`src/rtl/leg_alu_arbiter_if.sv`:
```
// leg_alu_arbiter_if: one requester's request/response handshake to the shared LEG ALU arbiter
//   req_valid/req_ready   request handshake carrying req_opcode, req_op1, req_op2
//   rsp_valid/rsp_ready   response handshake carrying rsp_data and rsp_err (illegal opcode)
//   master = requester side, slave = arbiter side
interface leg_alu_arbiter_if;
    logic       req_valid;
    logic       req_ready;
    logic [7:0] req_opcode;
    logic [7:0] req_op1;
    logic [7:0] req_op2;
    logic       rsp_valid;
    logic       rsp_ready;
    logic [7:0] rsp_data;
    logic       rsp_err;
    modport master (
        output req_valid, req_opcode, req_op1, req_op2, rsp_ready,
        input  req_ready, rsp_valid, rsp_data, rsp_err
    );
    modport slave (
        input  req_valid, req_opcode, req_op1, req_op2, rsp_ready,
        output req_ready, rsp_valid, rsp_data, rsp_err
    );
endinterface

```
`src/rtl/leg_alu_arbiter.sv`:
```
// leg_alu_arbiter: round-robin arbiter/sequencer giving two requesters turns on the shared 8-bit LEG ALU
//   clk, rst                       clock, asynchronous active-high reset
//   r0, r1                         requester handshakes (leg_alu_arbiter_if.slave)
//   alu_opcode, alu_op1, alu_op2   registered operands to the combinational ALU (0 outside EXEC)
//   alu_result                     combinational ALU output, captured in EXEC
module leg_alu_arbiter #(
    parameter int    UUID      = 0,
    parameter string NAME      = "",
    parameter int    PRIO_INIT = 0
) (
    input  logic                     clk,
    input  logic                     rst,
    leg_alu_arbiter_if.slave         r0,
    leg_alu_arbiter_if.slave         r1,
    output logic [7:0]               alu_opcode,
    output logic [7:0]               alu_op1,
    output logic [7:0]               alu_op2,
    input  logic [7:0]               alu_result
);
    typedef enum logic [1:0] {IDLE, EXEC, RESP} state_t;

    state_t     state_q, state_d;
    logic       owner_q, owner_d;
    logic       prio_q, prio_d;
    logic [7:0] opc_q, opc_d;
    logic [7:0] op1_q, op1_d;
    logic [7:0] op2_q, op2_d;
    logic [7:0] result_q, result_d;
    logic       err_q, err_d;

    logic g0, g1, legal, exec, rsp0, rsp1, rsp_hs;
    logic unused_params;

    assign unused_params = (UUID != 0) ^ (NAME != "");

    // With both valid, the requester named by prio wins.
    assign g0     = r0.req_valid & (~r1.req_valid | ~prio_q);
    assign g1     = r1.req_valid & (~r0.req_valid | prio_q);
    assign legal  = opc_q <= 8'h0A;
    assign exec   = state_q == EXEC;
    assign rsp0   = state_q == RESP & ~owner_q;
    assign rsp1   = state_q == RESP & owner_q;
    assign rsp_hs = owner_q ? r1.rsp_ready : r0.rsp_ready;

    // Ready is gated by rst so every output reads 0 while reset is held.
    assign r0.req_ready = ~rst & state_q == IDLE & g0;
    assign r1.req_ready = ~rst & state_q == IDLE & g1;

    // Illegal opcodes never reach the ALU.
    assign alu_opcode = exec & legal ? opc_q : 8'h00;
    assign alu_op1    = exec ? op1_q : 8'h00;
    assign alu_op2    = exec ? op2_q : 8'h00;

    assign r0.rsp_valid = rsp0;
    assign r0.rsp_data  = rsp0 ? result_q : 8'h00;
    assign r0.rsp_err   = rsp0 & err_q;
    assign r1.rsp_valid = rsp1;
    assign r1.rsp_data  = rsp1 ? result_q : 8'h00;
    assign r1.rsp_err   = rsp1 & err_q;

    always_comb begin
        state_d  = state_q;
        owner_d  = owner_q;
        prio_d   = prio_q;
        opc_d    = opc_q;
        op1_d    = op1_q;
        op2_d    = op2_q;
        result_d = result_q;
        err_d    = err_q;
        unique case (state_q)
            IDLE: if (g0 | g1) begin
                opc_d   = g1 ? r1.req_opcode : r0.req_opcode;
                op1_d   = g1 ? r1.req_op1 : r0.req_op1;
                op2_d   = g1 ? r1.req_op2 : r0.req_op2;
                owner_d = g1;
                prio_d  = ~g1;
                state_d = EXEC;
            end
            EXEC: begin
                result_d = legal ? alu_result : 8'h00;
                err_d    = ~legal;
                state_d  = RESP;
            end
            RESP: state_d = rsp_hs ? IDLE : RESP;
            default: state_d = IDLE;
        endcase
    end

    always_ff @(posedge clk or posedge rst) begin
        if (rst) begin
            state_q  <= IDLE;
            owner_q  <= 1'b0;
            prio_q   <= 1'(PRIO_INIT);
            opc_q    <= 8'h00;
            op1_q    <= 8'h00;
            op2_q    <= 8'h00;
            result_q <= 8'h00;
            err_q    <= 1'b0;
        end else begin
            state_q  <= state_d;
            owner_q  <= owner_d;
            prio_q   <= prio_d;
            opc_q    <= opc_d;
            op1_q    <= op1_d;
            op2_q    <= op2_d;
            result_q <= result_d;
            err_q    <= err_d;
        end
    end
endmodule

```
`src/flat_wrapper.sv`:
```
// flat-port wrapper written by rule: the top's interface ports become plain ports
module leg_alu_arbiter_flat 
#(
    parameter int    UUID      = 0,
    parameter string NAME      = "",
    parameter int    PRIO_INIT = 0
)
  (clk, rst, alu_opcode, alu_op1, alu_op2, alu_result, r0_req_valid, r0_req_opcode, r0_req_op1, r0_req_op2, r0_rsp_ready, r0_req_ready, r0_rsp_valid, r0_rsp_data, r0_rsp_err, r1_req_valid, r1_req_opcode, r1_req_op1, r1_req_op2, r1_rsp_ready, r1_req_ready, r1_rsp_valid, r1_rsp_data, r1_rsp_err);
  leg_alu_arbiter_if r0_i ();
  leg_alu_arbiter_if r1_i ();
  input  logic clk;
  input  logic rst;
  output logic [7:0] alu_opcode;
  output logic [7:0] alu_op1;
  output logic [7:0] alu_op2;
  input  logic [7:0] alu_result;
  input wire logic [$bits(r0_i.req_valid)-1:0] r0_req_valid;
  input wire logic [$bits(r0_i.req_opcode)-1:0] r0_req_opcode;
  input wire logic [$bits(r0_i.req_op1)-1:0] r0_req_op1;
  input wire logic [$bits(r0_i.req_op2)-1:0] r0_req_op2;
  input wire logic [$bits(r0_i.rsp_ready)-1:0] r0_rsp_ready;
  output wire logic [$bits(r0_i.req_ready)-1:0] r0_req_ready;
  output wire logic [$bits(r0_i.rsp_valid)-1:0] r0_rsp_valid;
  output wire logic [$bits(r0_i.rsp_data)-1:0] r0_rsp_data;
  output wire logic [$bits(r0_i.rsp_err)-1:0] r0_rsp_err;
  input wire logic [$bits(r1_i.req_valid)-1:0] r1_req_valid;
  input wire logic [$bits(r1_i.req_opcode)-1:0] r1_req_opcode;
  input wire logic [$bits(r1_i.req_op1)-1:0] r1_req_op1;
  input wire logic [$bits(r1_i.req_op2)-1:0] r1_req_op2;
  input wire logic [$bits(r1_i.rsp_ready)-1:0] r1_rsp_ready;
  output wire logic [$bits(r1_i.req_ready)-1:0] r1_req_ready;
  output wire logic [$bits(r1_i.rsp_valid)-1:0] r1_rsp_valid;
  output wire logic [$bits(r1_i.rsp_data)-1:0] r1_rsp_data;
  output wire logic [$bits(r1_i.rsp_err)-1:0] r1_rsp_err;
  assign r0_i.req_valid = r0_req_valid;
  assign r0_i.req_opcode = r0_req_opcode;
  assign r0_i.req_op1 = r0_req_op1;
  assign r0_i.req_op2 = r0_req_op2;
  assign r0_i.rsp_ready = r0_rsp_ready;
  assign r0_req_ready = r0_i.req_ready;
  assign r0_rsp_valid = r0_i.rsp_valid;
  assign r0_rsp_data = r0_i.rsp_data;
  assign r0_rsp_err = r0_i.rsp_err;
  assign r1_i.req_valid = r1_req_valid;
  assign r1_i.req_opcode = r1_req_opcode;
  assign r1_i.req_op1 = r1_req_op1;
  assign r1_i.req_op2 = r1_req_op2;
  assign r1_i.rsp_ready = r1_rsp_ready;
  assign r1_req_ready = r1_i.req_ready;
  assign r1_rsp_valid = r1_i.rsp_valid;
  assign r1_rsp_data = r1_i.rsp_data;
  assign r1_rsp_err = r1_i.rsp_err;
  leg_alu_arbiter #(.UUID(UUID), .NAME(NAME), .PRIO_INIT(PRIO_INIT)) u_core (.clk(clk), .rst(rst), .r0(r0_i), .r1(r1_i), .alu_opcode(alu_opcode), .alu_op1(alu_op1), .alu_op2(alu_op2), .alu_result(alu_result));
endmodule
```
`config.mk`:
```
export PLATFORM = sky130hd
export DESIGN_NAME = leg_alu_arbiter_flat
export DESIGN_NICKNAME = d
export VERILOG_FILES = /design/src/rtl/leg_alu_arbiter_if.sv /design/src/rtl/leg_alu_arbiter.sv /design/src/flat_wrapper.sv
export SDC_FILE = /design/constraint.sdc
export NUM_CORES = 1
export LEC_CHECK = 0
export ABC_AREA = 1
export CAP_MARGIN = 20
export CORE_MARGIN = 4
export CORE_UTILIZATION = 50
export DETAILED_ROUTE_END_ITERATION = 8
export DONT_BUFFER_PORTS = 1
export GPL_TIMING_DRIVEN = 1
export PLACE_DENSITY = 0.72
export SLEW_MARGIN = 20
export SYNTH_ARGS = -nofsm -noshare
export SYNTH_HDL_FRONTEND = slang
export SYNTH_SLANG_ARGS = --single-unit
```
`constraint.sdc`:
```
create_clock -name clk -period 3.8 [get_ports clk]
set_clock_uncertainty 0.1 [all_clocks]
set_input_delay 0.57 -clock clk [delete_from_list [all_inputs] [get_ports clk]]
set_output_delay 0.57 -clock clk [all_outputs]
set_load 0.01 [all_outputs]
```
# Word-level counts from Yosys, hierarchy flattened
# Index checks and enable logic that the tools add are counted.
# word_totals
ff_bits	37
input_bits	62
output_inout_bits	46
wordCells	47
# op_classes
n_lt_le_gt_ge	1
eq_ne	3
muxes	13
bitwise	20
reduce_logical	2
# op_table
cell	n
$mux 8	9
$and 1x1->1	10
$le 8x4->1 const B	1
$not 1->1	7
$pmux 2 s3	1
$mux 2	2
$or 1x1->1	3
$eq 2x1->1 const B	1
$eq 2x2->1 const B	1
$logic_not 2->1	1
$ne 2x2->1 const B	1
$reduce_and 2->1	1
$mux 1	1

# Depth between registers and ports, before layout
# Gate-level depths: netlist of run 1.
# logic_depth
depth_word	6
depth_mapped	7
mapped_depth_nobuf	6

# Least setup slack after synthesis of run 1
# OpenSTA, ideal clock, no wires.
# synth_timing
kind	in2out
startpoint	input r0_req_valid
endpoint	output r1_req_ready
arrival_time_ps	1177
required_ps	3130
setup_slack_ps	1953
path_stages	6
path_buffers	1
cell_sequence	buf_2 -> inv_1 -> nand2_1 -> nand2_2 -> nand2_1 -> nor2_1
# synth_via
elab_chain_len	4
# synth_lines
item	line	source
start: declaration	flat_wrapper.sv:17	input wire logic [$bits(r0_i.req_valid)-1:0] r0_req_valid;
$not 1->1	leg_alu_arbiter.sv:38	assign g1 = r1.req_valid & (~r0.req_valid | prio_q);
$or 1x1->1	leg_alu_arbiter.sv:38	
$and 1x1->1	leg_alu_arbiter.sv:38	
$and 1x1->1	leg_alu_arbiter.sv:47	assign r1.req_ready = ~rst & state_q == IDLE & g1;
end: declaration	flat_wrapper.sv:31	output wire logic [$bits(r1_i.req_ready)-1:0] r1_req_ready;
# No other way between the ends.

# Final worst setup path of run 1
# layout_timing
startpoint	register u_core.prio_q
endpoint	output r1_req_ready
# layout_via
elab_chain_len	3
# layout_lines
item	line	source
start: declaration	leg_alu_arbiter.sv:24	logic prio_q, prio_d;
start signal: assignment	leg_alu_arbiter.sv:93	prio_q <= 1'(PRIO_INIT);
start signal: assignment	leg_alu_arbiter.sv:102	prio_q <= prio_d;
$or 1x1->1	leg_alu_arbiter.sv:38	
$and 1x1->1	leg_alu_arbiter.sv:38	
$and 1x1->1	leg_alu_arbiter.sv:47	
# No other way between the ends.

==> impl_metrics.json, run 1 <==
{
  "die_x_um": 72.6,
  "avgSynthCellArea_um2": 7.33,
  "clock_latency_ps": 280,
  "swShare": 0.445,
  "vdd_drop_max_uv": 431,
  "tightest_slew_ps": 507,
  "synth-seq-area-share": 0.443,
  "fin_nets": 338,
  "syn_to_final_growth_pct": 4.01,
  "h-tree-depth": 2,
  "die_area_mm2": 0.00528,
  "grt_pass1_vias": 1650,
  "finalMaxSlewViolations": 0,
  "status": "finished, final reports clean",
  "r2r_end": "u_core.opc_q[6]",
  "clockBufferDepth": 2,
  "p_int_uw": 1010,
  "numCtsBuffers": 5,
  "hpwl_um": 3570,
  "finalHoldViolations": 0,
  "slew_headroom": 0.661,
  "fin_setup_tns_ps": 0,
  "drcViolationCount": 0,
  "fp.dieH_um": 72.6,
  "p_total_uw": 1830,
  "p_sw_uw": 812,
  "core_area_mm2": 0.00403,
  "gp_congestion": 0.806,
  "grt_pass1_wl_um": 7950,
  "grt_overflow": 0,
  "finalSetupViolCount": 0,
  "r2r_slack_ps": 2020,
  "drive_above_1_share": 0.0686,
  "antennaDiodeCount": 0,
  "netlist_top_cells_area": "dfrtp_1, nand3_1, nand2_1",
  "pwr_density_cell_mw_per_mm2": 840,
  "drt-pass1-iter-count": 4,
  "cts_hold_buffers": 0,
  "ys_types": 18,
  "clk_pin_slew_ps": 80,
  "reg2reg_depth": 4,
  "antenna_found_initial": 0,
  "synth.largest_area_cell": "dfrtp_1",
  "drt-initial-drc-count": 61,
  "yosysWarnings": 0,
  "wirelength_um": 5080,
  "rr_startpoint": "u_core.state_q[0]",
  "path_class": "reg -> out",
  "synthCells": 285,
  "fmax_mhz": 397,
  "cp.arrival_ps": 1850,
  "min_path_type": "in -> async",
  "min_period_over_period": 0.663,
  "crit_path_max_fanout": 27,
  "cts.sinks": 37,
  "maxCapViolations": 0,
  "layout_common_cells": "nand3_1, nand2_1, nor2_1",
  "power_frac_comb": 0.417,
  "cts_setup_buffers": 0,
  "io_buffers": 0,
  "nFillCells": 396,
  "synth_seq_cells": 37,
  "required_ps": 3130,
  "ant_nets": 0,
  "clkPwrFrac": 0.195,
  "wl_per_cell_um": 15.5,
  "rows": 23,
  "routed_via_density": 5.52,
  "netlist.area_leader.share": 0.443,
  "ios": 108,
  "start_util": 0.519,
  "cts_resized": 0,
  "root_buffer": "clkbuf_8",
  "synth.cell_area_mm2": 0.00209,
  "rsz0062_at_grt": "false",
  "grt_max_degree": 38,
  "endpoint_kind": "output pin",
  "cts_tree": "yes",
  "min_period_ps": 2520,
  "final_common_cell": "nand3_1",
  "cp-start-kind": "flip-flop",
  "grt_use_total": 0.192,
  "p_leak_uw": 0.00109,
  "num_vias": 1805,
  "p_seq_frac": 0.388
}
-- per-stage QoR --
stage | setup WS (ps) | hold WS [ps] | instances | cell area [µm²] | util
floorplan | 1950 | 349 | 288 | 2100 | -
global placement | 1390 | 363 | 319 | 2050 | 0.510
detailed placement | 1370 | 366 | 319 | 2050 | 0.510
CTS | 1260 | 188 | 327 | 2170 | 0.539
global route | 1110 | 210 | 327 | 2170 | 0.539
finish | 1280 | 182 | 327 | 2170 | 0.539
-- how the worst max path moves through the flow --
stage	from	endpoint	slack, ps	cells after the start
5_1_grt	u_core.prio_q	r1_req_ready	1110	4
3_3_place_gp	r1_req_valid	r1_req_ready	1390	4
6_report	u_core.prio_q	r1_req_ready	1280	4
2_1_floorplan	r0_req_valid	r1_req_ready	1950	6
3_5_place_dp	r1_req_valid	r1_req_ready	1370	4
4_1_cts	u_core.prio_q	r1_req_ready	1260	4
-- sequential cells by signal, indices dropped and copies added (netlist names) --
name / count
u_core.op2_q: 8
u_core.opc_q: 8
u_core.owner_q: 1
u_core.state_q: 2
u_core.result_q: 8
u_core.op1_q: 8
u_core.err_q: 1
u_core.prio_q: 1
-- area by class of cell --
type	instances	area, µm²	area share
Inverter	38	143	0.0656
Multi-Input combinational cell	192	907	0.417
Timing Repair Buffer	2	15.0	0.00691
Sequential cell	37	926	0.426
Clock buffer	6	82.6	0.0380
Tap cell	50	62.6	0.0288
Clock inverter	2	37.5	0.0173
-- worst max-delay path: stages, from the launching register on --
cell,delay [ps]
dfrtp_1,360
nand2_2,310
nand2_2,510
nand2_1,160
nor2_1,220
-- cell usage after synthesis --
cell      count
o211ai_1      1
buf_1         2
a21oi_1       2
inv_2         2
nand2_2       3
nor2_4        1
dfrtp_1      37
nand3_1      59
buf_2         7
nand2_1      52
inv_1        36
conb_1        1
nand4_1      24
clkbuf_1      2
nand2_4       2
nor2_8        1
buf_4        10
nor2_1       43
-- power by group through the flow --
stage / combinational [µW] / clock, µW / sequential, µW
after detailed placement: 772 / 0 / 713
after global routing: 875 / 382 / 734
final: 761 / 357 / 708
after CTS: 773 / 364 / 708
after global placement: 749 / 0 / 707
after floorplan: 692 / 0 / 684
-- cell families after synthesis --
kind of cell | Yosys count | share of synthesized area
buffers and inverters | 59 | 0.128
AOI/OAI and AO/OA | 3 | 0.00838
other | 1 | 0.00179
DFF | 37 | 0.443
and+or+nand+nor | 185 | 0.419
-- routing by layer --
layer	up-vias	routed length [µm]	global-route usage
met5	-	0	0
met4	0	57	0.0492
met3	6	528	0.0647
met2	91	2290	0.306
met1	819	2200	0.251
li1	889	-	-
No activity file was read; power rests on OpenSTA's default activity.
==> run 2, diff against run 1 <==
--- a/config.mk
+++ b/config.mk
@@ -5,14 +5,14 @@
 export SDC_FILE = /design/constraint.sdc
 export NUM_CORES = 1
 export LEC_CHECK = 0
-export ABC_AREA = 1
+export ABC_AREA = 0
 export CAP_MARGIN = 20
 export CORE_MARGIN = 4
 export CORE_UTILIZATION = 50
 export DETAILED_ROUTE_END_ITERATION = 8
 export DONT_BUFFER_PORTS = 1
 export GPL_TIMING_DRIVEN = 1
-export PLACE_DENSITY = 0.72
+export PLACE_DENSITY = 0.75
 export SLEW_MARGIN = 20
 export SYNTH_ARGS = -nofsm -noshare
 export SYNTH_HDL_FRONTEND = slang
==> constraint.sdc (replaced) <==
create_clock -name clk -period 2.2 [get_ports clk]
set_clock_uncertainty 0.1 [all_clocks]
set_input_delay 0.33 -clock clk [delete_from_list [all_inputs] [get_ports clk]]
set_output_delay 0.33 -clock clk [all_outputs]
set_load 0.01 [all_outputs]
==> run 2 against run 1 <==
Sequential share of layout area down 0.36 points. Sequential power is 69% higher. Sequential cell count unchanged. Via count decreased by 13%. Routed wire length is 9.8% lower. Register-to-register slack got worse by 1500 ps. Hold slack got worse by 110 ps. Synthesized cell count shrank 22%. First-iteration DRC count is 3.3% lower. Largest cell class unchanged. Global-route usage is 0.80 points lower. Non-clock buffer count grew 13.
==> impl_metrics.json, run 2 <==
{
  "cts.sinks": 37,
  "drt-pass1-iter-count": 4,
  "gp_congestion": 0.753,
  "clockBufferDepth": 2,
  "wirelength_um": 4580,
  "ios": 108,
  "synth.most_common_cell": "inv_1",
  "antennaDiodeCount": 0,
  "rsz0062_at_grt": "false",
  "fin_setup_tns_ps": 0,
  "path_class": "reg -> out",
  "synth_seq_cells": 37,
  "dp.cells": 271,
  "post-route-cell-area_mm2": 0.00219,
  "cp-endpoint": "alu_opcode[1]",
  "cp-start-kind": "flip-flop",
  "io_buffers": 0,
  "syn_to_final_growth_pct": 9.84,
  "rows": 22,
  "grt_overflow": 0,
  "wl_per_cell_um": 16.4,
  "ant_nets": 0,
  "required_ps": 1770,
  "crit_path_max_fanout": 4,
  "ys_async_sr_fraction": 1.00,
  "pwr_density_cell_mw_per_mm2": 1270,
  "r2r_slack_ps": 500,
  "grt_pass1_wl_um": 7250,
  "status": "finished, final reports clean",
  "maxCapViolations": 0,
  "fp.dieH_um": 71.2,
  "synth_commonest_cells": "inv_1, and2_1, dfrtp_1",
  "grt_max_degree": 38,
  "min_path_type": "in -> reg",
  "min_period_ps": 2120,
  "fin_cells": 279,
  "routed_via_density": 5.61,
  "ys.flop_type": "dfrtp_1",
  "layout_common_cells": "inv_1, and2_1, dfrtp_1",
  "nFillCells": 360,
  "cp.arrival_ps": 1690,
  "min_period_over_period": 0.965,
  "avgSynthCellArea_um2": 8.99,
  "rr_startpoint": "u_core.opc_q[4]",
  "wl_met1_um": 1900,
  "dr_wl_met2_um": 2320,
  "synth.cell_area_mm2": 0.00200,
  "finalHoldViolations": 0,
  "r2r_end": "u_core.result_q[0]",
  "netlist_top_cells_area": "dfrtp_1, and2_1, o221ai_1",
  "reg2reg_depth": 4,
  "yosysWarnings": 0,
  "drive_above_1_share": 0.117,
  "synthCells": 222,
  "netlist.area_leader.share": 0.464,
  "numCtsBuffers": 5,
  "grt_use_total": 0.184,
  "num_vias": 1566,
  "ys_types": 23,
  "slew_headroom": 0.537,
  "placed_area_mm2": 0.00209,
  "finalMaxSlewViolations": 0,
  "fmax_mhz": 471,
  "dr_wl_met3_um": 296,
  "drt-initial-drc-count": 59,
  "highest_layer": "met4",
  "endpoint_kind": "output pin",
  "synth-seq-area-share": 0.464,
  "cts_setup_buffers": 0,
  "clk_pin_slew_ps": 70,
  "start_util": 0.529,
  "final_common_cell": "inv_1",
  "grt_pass1_vias": 1575,
  "synth.largest_area_cell": "dfrtp_1",
  "h-tree-depth": 2,
  "tightest_slew_ps": 695,
  "finalSetupViolCount": 0,
  "clock_latency_ps": 290,
  "synth-edff-count": 0,
  "p_leak_uw": 0.00112,
  "vdd_drop_max_uv": 677,
  "die_x_um": 71.2,
  "worstSetupStartpoint": "u_core.opc_q[4]",
  "antenna_found_initial": 0,
  "fin_nets": 293,
  "core_area_mm2": 0.00377,
  "cts_tree": "yes",
  "drcViolationCount": 0,
  "die_area_mm2": 0.00507,
  "hpwl_um": 3440,
  "root_buffer": "clkbuf_8"
}
==> run 2: cell types whose count changed after synthesis, moves of 6 or more <==
| cell | previous run | this run |
|---|---|---|
| a22o_1 | 0 | 8 |
| and2_1 | 0 | 37 |
| buf_2 | 7 | 0 |
| buf_4 | 10 | 4 |
| clkbuf_1 | 2 | 11 |
| inv_1 | 36 | 50 |
| nand2_1 | 52 | 1 |
| nand3_1 | 59 | 2 |
| nand4_1 | 24 | 0 |
| nor2_1 | 43 | 9 |
| o21ai_0 | 0 | 24 |
| o221ai_1 | 0 | 24 |
==> run 2: power by group <==
part	internal [µW]	leakage, µW	switching (µW)	total, µW
combinational	475	0.000616	632	1110
clock	248	0.0000443	221	469
sequential	1010	0.000463	190	1200
==> run 2: repair_timing <==
action	4_1_cts	5_1_grt
setup endpoints to repair	0	1
gates resized for setup	0	1
hold buffers	1	0
endpoints found under the hold margin	37	0
==> run 2: how the worst min path moves through the flow <==
stage,start,end,slack [ps],cells past startpoint
2_1_floorplan,u_core.op1_q[4],u_core.op1_q[4],360,2
3_3_place_gp,rst,u_core.opc_q[5],260,2
3_5_place_dp,rst,u_core.opc_q[7],290,2
4_1_cts,alu_result[3],u_core.result_q[3],60,1
5_1_grt,alu_result[7],u_core.result_q[7],60,1
6_report,alu_result[3],u_core.result_q[3],70,1
==> run 2: routing by layer <==
layer / up-vias / global-route usage
met3: 7 / 0.0412
met5: - / 0
met2: 65 / 0.320
met1: 748 / 0.216
met4: 0 / 0.0752
li1: 746 / -
==> run 2: cell type report <==
| type | instances | area, µm² | share of cell area |
|---|---|---|---|
| sequential | 37 | 926 | 0.422 |
| multi-input combinational | 122 | 817 | 0.373 |
| clock buffer | 7 | 86.3 | 0.0394 |
| tap | 48 | 60.1 | 0.0274 |
| inverter | 50 | 188 | 0.0856 |
| timing repair buffer | 15 | 115 | 0.0525 |
==> run 2: stage by stage <==
step / util / hold WS [ps] / setup slack, ps / total power, µW
final: 0.581 / 73.4 / 77.8 / 2780
after global routing: 0.581 / 59.5 / 5.66 / 3000
after CTS: 0.580 / 62.4 / 54.0 / 2810
after detailed placement: 0.554 / 294 / 371 / 2330
after global placement: 0.554 / 260 / 379 / 2300
after floorplan: - / 359 / 299 / 2030
==> run 2: kinds of logic after synthesis <==
| group | count (synthesis) | synth area share |
|---|---|---|
| flip-flops | 37 | 0.464 |
| AO/OA/AOI/OAI | 61 | 0.228 |
| AND/OR/NAND/NOR | 56 | 0.166 |
| buffers and inverters | 66 | 0.135 |
| multiplexers | 1 | 0.00564 |
| other | 1 | 0.00188 |
==> run 2: critical path, stage by stage (launching register included) <==
cell      delay [ps]
dfrtp_1          370
or4_4            570
a211oi_4         260
and2_1           210
==> run 3, diff against run 2 <==
--- a/config.mk
+++ b/config.mk
@@ -12,7 +12,8 @@
 export DETAILED_ROUTE_END_ITERATION = 8
 export DONT_BUFFER_PORTS = 1
 export GPL_TIMING_DRIVEN = 1
-export PLACE_DENSITY = 0.75
+export PLACE_DENSITY = 0.72
+export RECOVER_POWER = 100
 export SLEW_MARGIN = 20
 export SYNTH_ARGS = -nofsm -noshare
 export SYNTH_HDL_FRONTEND = slang
==> constraint.sdc (replaced) <==
create_clock -name clk -period 2.3 [get_ports clk]
set_clock_uncertainty 0.1 [all_clocks]
set_input_delay 0.345 -clock clk [delete_from_list [all_inputs] [get_ports clk]]
set_output_delay 0.345 -clock clk [all_outputs]
set_load 0.01 [all_outputs]
==> run 3 against run 2 <==
Die area did not move. Routed wire length is 0.79% lower. Largest power group unchanged. Sequential share of layout area shrank 0.29 points. Global-route usage is 0.12 points lower. Register-to-register slack worse by 100 ps. Clock power increased by 40%. Sequential power is 5% lower. Sequential cell count is the same. First-iteration DRC count grew 71%. Count of clock-buffer cells in the layout decreased by 2.
==> impl_metrics.json, run 3 (same netlist as run 2, synthesis figures left out) <==
{
  "max_stage_delay_ps": 560,
  "worst_slack_ps": 136,
  "cts_hold_buffers": 1,
  "final_common_cell": "inv_1",
  "grt_use_total": 0.182,
  "cp.arrival_ps": 1720,
  "wl_per_cell_um": 16.3,
  "grt_pass1_wl_um": 7270,
  "root_buffer": "clkbuf_8",
  "multi_input_area_um2": 811,
  "p_leak_uw": 0.00109,
  "core_area_mm2": 0.00377,
  "cp-start-kind": "flip-flop",
  "pwr_density_cell_mw_per_mm2": 1280,
  "cp_num_buf_inv": 0,
  "cts_tree": "yes",
  "fp.dieH_um": 71.2,
  "drt-initial-drc-count": 101,
  "grt_overflow": 0,
  "hold_slack_ps": 83.7,
  "grt_max_degree": 26,
  "cp_slowest_cell": "or4_4",
  "seq_area_um2": 926,
  "antennaDiodeCount": 0,
  "clock_latency_ps": 290,
  "routed_via_density": 5.56,
  "slew_headroom": 0.251,
  "drcViolationCount": 0,
  "worstSetupStartpoint": "u_core.opc_q[4]",
  "cp-endpoint": "alu_opcode[1]",
  "required_ps": 1860,
  "fin_setup_tns_ps": 0,
  "rsz0062_at_grt": "false",
  "die_area_mm2": 0.00507,
  "reg2reg_depth": 3,
  "r2r_slack_ps": 400,
  "min_period_ps": 2160,
  "fin_nets": 292,
  "drive_above_1_share": 0.0909,
  "finalSetupViolCount": 0,
  "io_buffers": 0,
  "clk_pin_slew_ps": 70,
  "gp_congestion": 0.831,
  "finalHoldViolations": 0,
  "crit_cells": 3,
  "rows": 22,
  "h-tree-depth": 2,
  "cts_setup_buffers": 0,
  "wirelength_um": 4550,
  "rr_startpoint": "u_core.state_q[1]",
  "grt_pass1_vias": 1530,
  "fmax_mhz": 462,
  "path_class": "reg -> out",
  "min_path_type": "in -> reg",
  "drt-pass1-iter-count": 4,
  "endpoint_kind": "output pin",
  "status": "finished, final reports clean",
  "syn_to_final_growth_pct": 10.6,
  "start_util": 0.529,
  "antenna_found_initial": 0,
  "min_period_over_period": 0.941,
  "finalMaxSlewViolations": 0,
  "nFillCells": 347,
  "maxCapViolations": 0,
  "cts.sinks": 37,
  "critical_path.cell_chain": "or4_4, a211oi_4, and2_0",
  "hpwl_um": 3430,
  "tightest_slew_ps": 1120,
  "numCtsBuffers": 5,
  "holdPathStages": 1,
  "num_vias": 1551,
  "pre_cts_ws_ps": 455,
  "vdd_drop_max_uv": 703,
  "r2r_end": "u_core.opc_q[7]",
  "crit_path_max_fanout": 4,
  "die_x_um": 71.2,
  "layout_common_cells": "inv_1, dfrtp_1, and2_0",
  "crit_family": "simple AND/OR/NAND/NOR gates",
  "cts_resized": 0,
  "ios": 108,
  "ant_nets": 0,
  "clockBufferDepth": 2
}
[run 3: cell count changes in the layout (fill, tap and decap cells not counted), sizes merged]
cell / delta
buf: -9
bufinv: +2
clkbuf: +5
clkinv: +1
dlymetal6s2s: +1
[run 3: worst min-delay path by stage]
stage	startpoint	endpoint
5_1_grt	alu_result[5]	u_core.result_q[5]
3_5_place_dp	rst	u_core.opc_q[4]
4_1_cts	alu_result[3]	u_core.result_q[3]
3_3_place_gp	rst	u_core.opc_q[5]
6_report	alu_result[3]	u_core.result_q[3]
2_1_floorplan	u_core.op1_q[4]	u_core.op1_q[4]
[run 3: worst reg2reg max path, stage by stage (launching register included)]
cell and delay [ps]:
dfrtp_1 390, or2_0 870, o21ai_0 310, o221ai_1 140
[run 3: area by class of cell]
class | instances | area share
clock inverter | 3 | 0.0295
inverter | 50 | 0.0850
multi-input combinational | 122 | 0.367
tap | 48 | 0.0272
timing repair buffer | 14 | 0.0402
clock buffer | 5 | 0.0312
sequential | 37 | 0.420
[run 3: through the flow]
stage                     total power, µW  instances   util  cell area [µm²]
after detailed placement             2230        270  0.555             2090
after CTS                            2890        279  0.594             2240
after floorplan                      1940        225      -             2010
after global routing                 3050        279  0.585             2210
after global placement               2190        270  0.555             2090
final                                2820        279  0.585             2210
[run 3: where the power goes]
group          internal (µW)  switching, µW
combinational            405            613
clock                    431            227
sequential               965            178
total                   1800           1020
[run 3: routing by layer]
| layer | wire (µm) | global-route usage | vias up |
|---|---|---|---|
| met5 | 0 | 0 | - |
| met4 | 91 | 0.0752 | 0 |
| met3 | 447 | 0.0440 | 12 |
| met2 | 2200 | 0.290 | 83 |
| met1 | 1810 | 0.238 | 715 |
| li1 | - | - | 741 |
